$ cat src/rtl/mlp_pkg.sv
// mlp_pkg: shared dense-layer constants, activation typedefs and loader state encoding
package mlp_pkg;
  localparam int N = 16;
  localparam int W = 16;
  typedef logic signed [W-1:0] act_t;
  typedef act_t [N-1:0] act_vec_t;
  typedef enum logic {FILL, HOLD} ld_state_t;
endpackage

$ cat src/rtl/act_vec_loader_if.sv
// act_vec_loader_if: element stream in, held vector out, sticky length error
// master: producer/consumer side; slave: loader side
interface act_vec_loader_if;
  import mlp_pkg::*;
  logic in_valid;
  logic in_ready;
  act_t in_data;
  logic in_last;
  logic vec_valid;
  logic vec_ready;
  act_vec_t vec_data;
  logic err_len;
  modport master (
    output in_valid, in_data, in_last, vec_ready,
    input in_ready, vec_valid, vec_data, err_len
  );
  modport slave (
    input in_valid, in_data, in_last, vec_ready,
    output in_ready, vec_valid, vec_data, err_len
  );
endinterface

$ cat src/rtl/act_bank.sv
// act_bank: N x W register bank, one write port (index, data, clear-others), full-vector read
// ports: clk, rst, i_we, i_idx, i_data, i_clr (zero every other entry on this write), o_vec
module act_bank
  import mlp_pkg::*;
(
  input  logic                 clk,
  input  logic                 rst,
  input  logic                 i_we,
  input  logic [$clog2(N)-1:0] i_idx,
  input  act_t                 i_data,
  input  logic                 i_clr,
  output act_vec_t             o_vec
);
  act_vec_t r_vec;
  always_ff @(posedge clk) begin
    if (rst) r_vec <= '0;
    else if (i_we)
      for (int j = 0; j < N; j++)
        if (j == int'(i_idx)) r_vec[j] <= i_data;
        else if (i_clr) r_vec[j] <= '0;
  end
  assign o_vec = r_vec;
endmodule

$ cat src/rtl/act_vec_loader.sv
// act_vec_loader: assembles N signed activations into a held vector for the dense layer
// ports: clk, rst (sync, active-high), bus (act_vec_loader_if.slave)
// DOUBLE_BUF_EN: ping-pong banks so the next vector fills while the current one is held
module act_vec_loader
  import mlp_pkg::*;
(
  input logic             clk,
  input logic             rst,
  act_vec_loader_if.slave bus
);
  localparam int IW = $clog2(N);
  localparam logic [IW-1:0] LAST = IW'(N - 1);
  logic [IW-1:0] r_idx;
  logic r_err;
  logic w_acc, w_done, w_in_ready, w_vec_valid;
  assign w_acc  = bus.in_valid && w_in_ready;
  assign w_done = w_acc && (r_idx == LAST || bus.in_last);
  always_ff @(posedge clk) begin
    if (rst) begin
      r_idx <= '0;
      r_err <= 1'b0;
    end else begin
      if (w_acc) r_idx <= w_done ? '0 : r_idx + IW'(1);
      r_err <= r_err | (w_acc & ((r_idx == LAST) ^ bus.in_last));
    end
  end
`ifdef DOUBLE_BUF_EN
  logic r_wb, r_rb;
  logic [1:0] r_full;
  logic w_hs;
  act_vec_t w_vec [2];
  assign w_hs = w_vec_valid && bus.vec_ready;
  for (genvar g = 0; g < 2; g++) begin : g_bank
    act_bank u_bank (
      .clk   (clk),
      .rst   (rst),
      .i_we  (w_acc && (r_wb == 1'(g))),
      .i_idx (r_idx),
      .i_data(bus.in_data),
      .i_clr (r_idx == '0),
      .o_vec (w_vec[g])
    );
  end
  always_ff @(posedge clk) begin
    if (rst) begin
      r_wb   <= 1'b0;
      r_rb   <= 1'b0;
      r_full <= '0;
    end else begin
      if (w_done) begin
        r_full[r_wb] <= 1'b1;
        r_wb         <= ~r_wb;
      end
      if (w_hs) begin
        r_full[r_rb] <= 1'b0;
        r_rb         <= ~r_rb;
      end
    end
  end
  assign w_in_ready   = !r_full[r_wb] && !rst;
  assign w_vec_valid  = r_full[r_rb] && !rst;
  assign bus.vec_data = w_vec[r_rb];
`else
  ld_state_t r_st;
  logic r_in_ready, r_vec_valid;
  act_vec_t w_vec;
  act_bank u_bank (
    .clk   (clk),
    .rst   (rst),
    .i_we  (w_acc),
    .i_idx (r_idx),
    .i_data(bus.in_data),
    .i_clr (r_idx == '0),
    .o_vec (w_vec)
  );
  always_ff @(posedge clk) begin
    if (rst) begin
      r_st        <= FILL;
      r_in_ready  <= 1'b1;
      r_vec_valid <= 1'b0;
    end else if (r_st == FILL && w_done) begin
      r_st        <= HOLD;
      r_in_ready  <= 1'b0;
      r_vec_valid <= 1'b1;
    end else if (r_st == HOLD && bus.vec_ready) begin
      r_st        <= FILL;
      r_in_ready  <= 1'b1;
      r_vec_valid <= 1'b0;
    end
  end
  assign w_in_ready   = r_in_ready && !rst;
  assign w_vec_valid  = r_vec_valid && !rst;
  assign bus.vec_data = w_vec;
`endif
  assign bus.in_ready  = w_in_ready;
  assign bus.vec_valid = w_vec_valid;
  assign bus.err_len   = r_err;
endmodule

$ cat src/flat_wrapper.sv
// flat-port wrapper written by rule: the top's interface ports become plain ports
module act_vec_loader_flat import mlp_pkg::*;
  (clk, rst, bus_in_valid, bus_in_data, bus_in_last, bus_vec_ready, bus_in_ready, bus_vec_valid, bus_vec_data, bus_err_len);
  act_vec_loader_if bus_i ();
  input logic clk;
  input logic rst;
  input wire logic [$bits(bus_i.in_valid)-1:0] bus_in_valid;
  input wire logic [$bits(bus_i.in_data)-1:0] bus_in_data;
  input wire logic [$bits(bus_i.in_last)-1:0] bus_in_last;
  input wire logic [$bits(bus_i.vec_ready)-1:0] bus_vec_ready;
  output wire logic [$bits(bus_i.in_ready)-1:0] bus_in_ready;
  output wire logic [$bits(bus_i.vec_valid)-1:0] bus_vec_valid;
  output wire logic [$bits(bus_i.vec_data)-1:0] bus_vec_data;
  output wire logic [$bits(bus_i.err_len)-1:0] bus_err_len;
  assign bus_i.in_valid = bus_in_valid;
  assign bus_i.in_data = bus_in_data;
  assign bus_i.in_last = bus_in_last;
  assign bus_i.vec_ready = bus_vec_ready;
  assign bus_in_ready = bus_i.in_ready;
  assign bus_vec_valid = bus_i.vec_valid;
  assign bus_vec_data = bus_i.vec_data;
  assign bus_err_len = bus_i.err_len;
  act_vec_loader u_core (.clk(clk), .rst(rst), .bus(bus_i));
endmodule
$ cat config.mk
export PLATFORM = sky130hd
export DESIGN_NAME = act_vec_loader_flat
export DESIGN_NICKNAME = d
export VERILOG_FILES = /design/src/rtl/mlp_pkg.sv /design/src/rtl/act_vec_loader_if.sv /design/src/rtl/act_bank.sv /design/src/rtl/act_vec_loader.sv /design/src/flat_wrapper.sv
export SDC_FILE = /design/constraint.sdc
export NUM_CORES = 1
export LEC_CHECK = 0
export CAP_MARGIN = 20
export CORE_MARGIN = 2
export CORE_UTILIZATION = 50
export CTS_BUF_LIST = sky130_fd_sc_hd__clkbuf_4 sky130_fd_sc_hd__clkbuf_8
export DETAILED_ROUTE_END_ITERATION = 7
export PLACE_DENSITY_LB_ADDON = 0.08
export SYNTH_ARGS = -nofsm -noshare
export SYNTH_HDL_FRONTEND = slang
export SYNTH_SLANG_ARGS = --single-unit
$ cat constraint.sdc
create_clock -name clk -period 4.4 [get_ports clk]
set_input_delay 0.44 -clock clk [delete_from_list [all_inputs] [get_ports clk]]
set_output_delay 0.44 -clock clk [all_outputs]
set_load 0.01 [all_outputs]
Word level (Yosys, flattened, before mapping)
Index checks and enable logic that the tools add are counted.

Register bits after elaboration: 263. Input port bits: 21. Output and inout port bits: 259. Logic and storage cells: 106.

Add/subtract/negate cells: 1. Equality and inequality tests: 16. Mux-type cells: 22. Bitwise logic cells: 4. Reductions and logical operators: 43.

Operator list (number): 16-bit 2-to-1 mux (17); 2-bit nonzero test (17); 4-bit equality test, first input constant (8); 2-bit AND reduction (16); 3-bit by 4-bit equality test with 1-bit output, first input constant (4); 2-bit by 4-bit equality test with 1-bit output, first input constant (2); 4-bit logical NOT (2); 1-bit logical AND (6); 4-bit by 1-bit adder with 4-bit output, second input constant (1); 1-bit by 4-bit equality test with 1-bit output, first input constant (1); 4-bit equality test, second input constant (1); 1-bit 2-to-1 mux (4); 4-bit 2-to-1 mux (1); 1-bit bitwise AND (1); 1-bit logical NOT (1); 1-bit logical OR (1); 1-bit NOT (1); 1-bit bitwise OR (1); 1-bit bitwise XOR (1).

Logic depth before layout (Yosys ltp)
Gate-level depths: netlist of the first run.

Depth after elaboration: 6. Mapped depth: 10. Mapped depth without buffers: 7.

Modules after synthesis
From an unflattened synthesis of the first run, not the netlist that was laid out.

Cell total of the unflattened synthesis: 937. Area total of the unflattened synthesis: 9703.1 um^2.

By module, submodules not included: act_bank (instances 1, cells each 892, area an instance 9331.4 um^2, seq. area each 5124.9 um^2); act_vec_loader (instances 1, cells each 45, area an instance 371.6 um^2, seq. area each 140.1 um^2).

Worst setup path after synthesis of the first run
Ideal clock, no wire load.

Path type: register to register. Start point: register u_core.r_idx[0]. End point: register u_core.r_idx[3]. Library setup time: 74 ps. Data arrival time: 1915 ps. Required time: 4326 ps. Path slack: 2411 ps. Cell stages (with the launch flop): 10. Buffers on the path: 2. Period minus slack after synthesis: 1989 ps. Path through: dfxtp_1 ha_1 and2_1 buf_2 buf_4 nand2_1 ha_1 nand3_1 or4_1 o21ai_0.

Word-level cells in the longest chain between the ends: 4. Elaborated cells on any way between the ends: 5. Classes of those cells: add/sub (1); eq/ne (1); mux (1); reduce/logical (2).

Ends and longest elaborated chain: start: declaration (line act_vec_loader.sv:13) `logic [IW-1:0] r_idx;`; start signal: assignment (line act_vec_loader.sv:23) `if (w_acc) r_idx <= w_done ? '0 : r_idx + IW'(1);`; parallel branches: the longest is 3 deep, another holds 4-bit by 1-bit adder with 4-bit output; 4-bit 2-to-1 mux * (line act_vec_loader.sv:23).

Mark *: on every way between the ends. A chain may end at the register's enable or synchronous reset.

Worst setup path after layout of the first run
Start point: input bus_in_valid. End point: register u_core.u_bank.r_vec (netlist bit u_core.u_bank.o_vec[170]).

Word-level cells in the longest chain between the ends: 2.

Ends and longest elaborated chain: start: declaration (line flat_wrapper.sv:7) `input wire logic [$bits(bus_i.in_valid)-1:0] bus_in_valid;`; 1-bit logical AND (line act_vec_loader.sv:16) `assign w_acc = bus.in_valid && w_in_ready;`; 2-bit AND reduction (no line); end: declaration (line act_bank.sv:14) `act_vec_t r_vec;`.

No other way between the ends.

==> run_results.csv, run 1 <==
group,metric,value,unit
outcome,status,"finished clean",
setup_path,slowest_delay,0.93,ns
timing,finalSetupTns,0,ns
timing,slew_violations,0,
setup_path,path_cells,"clkdlybuf4s50_1 -> nand4bb_4 -> nor2_4 -> buf_4 -> o41ai_2",
timing,rsz0062_at_grt,"no",
timing,slew_headroom,0.264,
synth,ys_warn_count,0,
floorplanning,die_w,153,µm
setup_path,path_class,"input port to flop",
power,p_leak,4.68,nW
synth,netlist_area,0.0111,mm²
grt,grt_pass1_vias,8869,
place,dp_hpwl,21700,µm
place,place.gp.congestion,0.815,
floorplanning,initial_core_util,0.509,
synth,synthFlopType,"dfxtp_1",
layout,final_nets,1363,
clock_network,cts_made_buffers,43,
route,drc,0,
setup_path,worst_setup_path_start_kind,"input port",
clock_network,cts_sinks,263,
power,total_power,4.88,mW
synth,synthXorXnorAreaFrac,0,
timing,hold_viol_final,0,
setup_path,cp_max_fo,48,
floorplanning,die_area,0.0233,mm²
setup_path,arrival,3.13,ns
layout,final_area,0.0144,mm²
clock_network,ctsLongestPathBuffers,3,
floorplanning,fp.dieH,153,µm
synth,syn_nets,1173,
clock_network,clkLatencyLatePin,0.55,ns
synth,syn_inst,1147,
setup_path,cp_top_family,"buffers and inverters",
clock_network,post_cts_buffers,0,
timing,max_freq,365,MHz
power,p_per_area,339,mW/mm²
route,first_pass_iters,4,
synth,ys_types,48,
clock_network,clockRootBuffer,"clkbuf_8",
grt,antenna_found_initial,0,
timing,final.min_clock_period,2.74,ns
route,first_iter_violations,688,
run,max_cap_violations,0,
synth,ys_seq_elements,263,
synth,yosysTopAreaCellShare,0.476,
route,wl_per_cell,20.9,µm
timing,finClkSkew,0.0147,ns
layout,nFillCells,1926,
timing,worst_pin_slew,1.07,ns
floorplanning,num_rows,54,
synth,synth_edf_count,0,
synth,synthTopCellsByArea,"dfxtp_1 (48%), o32ai_1 (8.2%), inv_1 (6.3%)",
timing,setup_viol,0,
grt,grt_first_pass_wirelength,52400,µm
clock_network,cts_tree,"built",
route,ant_nets,0,
power,irDropWorstVdd,225,µV
route,vias,9399,
synth,synth-adder-area-share,0.00565,
grt,grt_overflow,0,
layout,diodes,0,
place,portBuffers,279,
synth,synth.largest_area_cell,"dfxtp_1",
route,vias_per_cell,5.71,
synth,synth_commonest_cells,"dfxtp_1 (263), inv_1 (186), o32ai_1 (104), nand3_1 (87), a21oi_1 (70)",
timing,fin_crit_sh,0.622,
grt,grt_max_degree,149,
synth,synth_simple_gate_area_frac,0.115,
floorplanning,ios,280,
synth,syn_area_per_cell,9.65,µm²
synth,ys_seq_area_frac,0.476,
place,placed_area,0.0135,mm²
setup_path,crit_slowest_cell,"clkdlybuf4s50_1",
setup_path,crit_path_end_kind,"flop",
synth,synthArstFlopShare,0,
synth,synthMostInstantiatedCell,"dfxtp_1",
clock_network,postCtsHoldBufs,0,
synth,synth-compound-area-share,0.262,
clock_network,clk_pin_slew,0.06,ns
layout,syn2layout_area_growth,30.0,%
synth,synth.mux.area_fraction,0.00995,
route,route.final.wire_length,34400,µm
clock_network,htree_num_levels,2,
layout,final_layout_size_suffix_gt1_frac,0.122,
floorplanning,coreArea,0.0218,mm²
setup_path,worstPathRequired,4.79,ns
synth,synth_top_family_by_area,"compound AO/OA/AOI/OAI gates",
min_path,hold_class,"input port to flop",
grt,grtUsageTotal,0.282,
clock_network,cts_resized,0,
setup_path,path_buf_inv,2,
==> cell type report <==
type	instances	area, µm²	area share
sequential	263	5270	0.366
multi-input combinational	554	4350	0.302
timing repair buffer	289	2870	0.200
clock buffer	63	786	0.0546
inverter	186	698	0.0485
tap	280	350	0.0244
clock inverter	10	60.1	0.00418
==> path summary, 6_finish.rpt <==
kind / start / endpoint / slack, ns / cells after the start
max: bus_in_valid / u_core.u_bank.o_vec[170] / 1.66 / 5
min: rst / u_core.bus.err_len / 0.40 / 2
max reg2reg: u_core.r_in_ready / u_core.u_bank.o_vec[170] / 1.71 / 4
min reg2reg: u_core.u_bank.o_vec[168] / u_core.u_bank.o_vec[168] / 0.47 / 2
==> state kept, by name (all words and copies together), names as in the netlist <==
signal,count
u_core.r_in_ready,1
u_core.r_idx,4
u_core.bus.err_len,1
u_core.u_bank.o_vec,256
u_core.r_st,1
==> cell usage in the layout, fill, tap and decap left out, types with 2 or more instances in the layout <==
master | Yosys | layout
clkdlybuf4s50_1 | 0 | 278
dfxtp_1 | 263 | 263
inv_1 | 186 | 186
o32ai_1 | 104 | 104
nand3_1 | 87 | 87
a21oi_1 | 70 | 70
o21ai_0 | 66 | 66
clkbuf_8 | 0 | 50
nand4_1 | 34 | 34
nand2b_1 | 33 | 33
o41ai_2 | 32 | 32
o32ai_2 | 30 | 30
nand2_1 | 17 | 17
o41ai_1 | 16 | 16
clkbuf_4 | 0 | 13
mux2i_1 | 11 | 11
buf_4 | 17 | 10
nor2b_1 | 7 | 7
clkinv_2 | 0 | 6
o22ai_4 | 5 | 5
and3b_1 | 5 | 5
ha_1 | 5 | 5
clkinvlp_4 | 0 | 4
and2_1 | 3 | 3
and4bb_2 | 3 | 3
nand4bb_1 | 2 | 2
o22ai_2 | 2 | 2
nor2_1 | 2 | 2
==> per-layer routing <==
metal	vias to the layer above	track usage	part of all wire
met5	-	0	0
met2	413	0.455	0.47
met4	0	0.0873	0.027
met1	4448	0.385	0.44
li1	4475	-	-
met3	63	0.0515	0.065
==> cells by family (layout without fill, tap and decap cells) <==
| family | Yosys count | in the layout |
|---|---|---|
| buffers and inverters | 330 | 548 |
| flip-flops | 263 | 263 |
| AO/OA/AOI/OAI | 330 | 330 |
| adder cells (fa/ha/maj) | 5 | 5 |
| multiplexers | 11 | 11 |
| AND/OR/NAND/NOR | 208 | 208 |
==> through the flow <==
step / worst slack [ns] / hold WS (ns) / util / instances
after floorplan: 2.41 / 0.462 / - / 1147
after global placement: 1.17 / 0.451 / 0.622 / 1572
after CTS: 1.70 / 0.467 / 0.661 / 1645
final: 1.66 / 0.404 / 0.661 / 1645
after detailed placement: 1.12 / 0.457 / 0.622 / 1572
after global routing: 1.44 / 0.489 / 0.661 / 1645
==> power breakdown <==
part / leakage [nW] / internal [mW] / total [mW] / switching [mW]
registers: 2.12 / 2.39 / 2.41 / 0.0131
logic: 2.12 / 0.0865 / 0.350 / 0.263
clock network: 0.443 / 1.14 / 2.12 / 0.977
total: 4.68 / 3.62 / 4.88 / 1.25
Power figures use the tool's default switching activity.
==> run 2, diff against run 1 <==
--- a/config.mk
+++ b/config.mk
@@ -7,7 +7,7 @@
 export LEC_CHECK = 0
 export CAP_MARGIN = 20
 export CORE_MARGIN = 2
-export CORE_UTILIZATION = 50
+export CORE_UTILIZATION = 46
 export CTS_BUF_LIST = sky130_fd_sc_hd__clkbuf_4 sky130_fd_sc_hd__clkbuf_8
 export DETAILED_ROUTE_END_ITERATION = 7
 export PLACE_DENSITY_LB_ADDON = 0.08
==> constraint.sdc (replaced) <==
create_clock -name clk -period 2.4 [get_ports clk]
set_input_delay 0.24 -clock clk [delete_from_list [all_inputs] [get_ports clk]]
set_output_delay 0.24 -clock clk [all_outputs]
set_load 0.01 [all_outputs]
==> run_results.csv, run 2 (synthesis results as in run 1) <==
group,metric,value,unit
place,placed_area,0.0140,mm²
layout,largest_reg_flops,256,
route,vias_per_cell,5.60,
clock_network,cts_tree,"built",
setup_path,rrSetupSlack,0.32,ns
power,combPwrFrac,0.075,
run,max_cap_violations,0,
route,drc,0,
floorplanning,coreArea,0.0235,mm²
route,route.final.wire_length,35900,µm
grt,grt_max_degree,78,
timing,worst_pin_slew,0.835,ns
setup_path,crit_path_end_kind,"output port",
setup_path,r2r-end,"u_core.u_bank.o_vec[19]",
grt,grt_first_pass_wirelength,54600,µm
min_path,hold_class,"input port to flop",
timing,max_freq,442,MHz
layout,post-route-util,0.633,
clock_network,clkLatencyLatePin,0.56,ns
route,wl_per_cell,20.7,µm
place,place.gp.congestion,0.830,
floorplanning,ios,280,
route,ant_nets,0,
clock_network,cts_sinks,263,
floorplanning,die_w,159,µm
power,power.switching,2.32,mW
floorplanning,initial_core_util,0.470,
power,p_per_area,629,mW/mm²
clock_network,cts_made_buffers,44,
clock_network,ctsLongestPathBuffers,3,
layout,final_cell_mix,"clkdlybuf4s50_1 (278), dfxtp_1 (263), inv_1 (186)",
layout,nFillCells,2091,
place,dp_hpwl,23400,µm
outcome,status,"finished clean",
place,dp.cells,1658,
layout,diodes,0,
clock_network,htree_num_levels,2,
power,total_power,9.38,mW
floorplanning,fp.dieH,159,µm
place,dp_slack,0.254,ns
timing,finalSetupTns,0,ns
layout,final_nets,1411,
power,p_leak,4.98,nW
floorplanning,num_rows,56,
power,switching_share,0.247,
setup_path,worst_setup_path_start_kind,"flop",
clock_network,clk_pin_slew,0.06,ns
setup_path,arrival,2.02,ns
power,clockPowerShare,0.454,
clock_network,post_cts_buffers,0,
setup_path,path_class,"flop to output port",
clock_network,clockRootBuffer,"clkbuf_8",
grt,grt_overflow,0,
route,first_pass_iters,5,
grt,grt_pass1_vias,9375,
setup_path,worstPathRequired,2.16,ns
timing,worst_slack,0.138,ns
timing,final.min_clock_period,2.26,ns
clock_network,cts_resized,0,
setup_path,cp_max_fo,12,
power,intPower,7.06,mW
power,p_seq_frac,0.471,
timing,slew_headroom,0.443,
timing,whs,0.0991,ns
grt,antenna_found_initial,0,
grt,grtUsageTotal,0.272,
setup_path,cp-startpoint,"u_core.r_in_ready",
power,irDropWorstVdd,350,µV
timing,finClkSkew,0.0213,ns
layout,syn2layout_area_growth,34.8,%
timing,hold_viol_final,0,
layout,finalNonFillerCells,1736,
place,portBuffers,279,
setup_path,reg2reg_from,"u_core.r_in_ready",
setup_path,reg2reg_depth,3,
timing,rsz0062_at_grt,"no",
floorplanning,die_area,0.0253,mm²
layout,final_layout_size_suffix_gt1_frac,0.154,
timing,fin_crit_sh,0.943,
route,vias,9723,
clock_network,postCtsHoldBufs,0,
layout,final_area,0.0149,mm²
layout,final_common_cell,"clkdlybuf4s50_1",
timing,slew_violations,0,
min_path,min_path_cells,2,
route,first_iter_violations,719,
timing,setup_viol,0,
setup_path,cp-endpoint,"bus_in_ready",
==> run 2: changes by cell type in the layout (fill, tap and decap cells not counted), sizes merged <==
cell / delta
clkbuf: +13
inv: +1
clkinvlp: -3
clkinv: -6
buf: +47
==> run 2: final cells by class <==
cell class / instances / area (µm²) / share of cell area
Sequential cell: 263 / 5270 / 0.353
Inverter: 186 / 698 / 0.0468
Clock buffer: 76 / 946 / 0.0634
Timing Repair Buffer: 336 / 3240 / 0.217
Multi-Input combinational cell: 554 / 4350 / 0.292
Clock inverter: 2 / 16.3 / 0.00109
Tap cell: 319 / 399 / 0.0268
==> run 2: worst min-delay path by stage <==
stage	startpoint	to	slack, ns
4_1_cts	rst	u_core.bus.err_len	0.08
3_5_place_dp	u_core.u_bank.o_vec[166]	u_core.u_bank.o_vec[166]	0.46
2_1_floorplan	bus_vec_ready	u_core.r_in_ready	0.39
6_report	rst	u_core.u_bank.o_vec[6]	0.1
5_1_grt	rst	u_core.bus.err_len	0.10
3_3_place_gp	u_core.u_bank.o_vec[240]	u_core.u_bank.o_vec[240]	0.45
==> run 2: worst max-delay path, stage by stage, from the launching register on <==
cell	delay [ns]
dfxtp_1	0.64
nor2b_1	0.27
clkdlybuf4s50_1	0.57
==> run 2: power by group through the flow <==
stage	Sequential, mW	Combinational [mW]	Clock, mW
finish	4.41	0.703	4.26
global route	4.41	0.740	4.51
CTS	4.41	0.697	4.31
detailed placement	4.51	0.695	0
global placement	4.51	0.692	0
floorplan	4.50	0.443	0
==> run 2: layer usage <==
metal  part of all wire  up-vias  GRT usage
met3              0.070       79     0.0552
met5                  0        -          0
li1                   -     4554          -
met4              0.033        0      0.105
met1               0.43     4675      0.364
met2               0.47      415      0.432
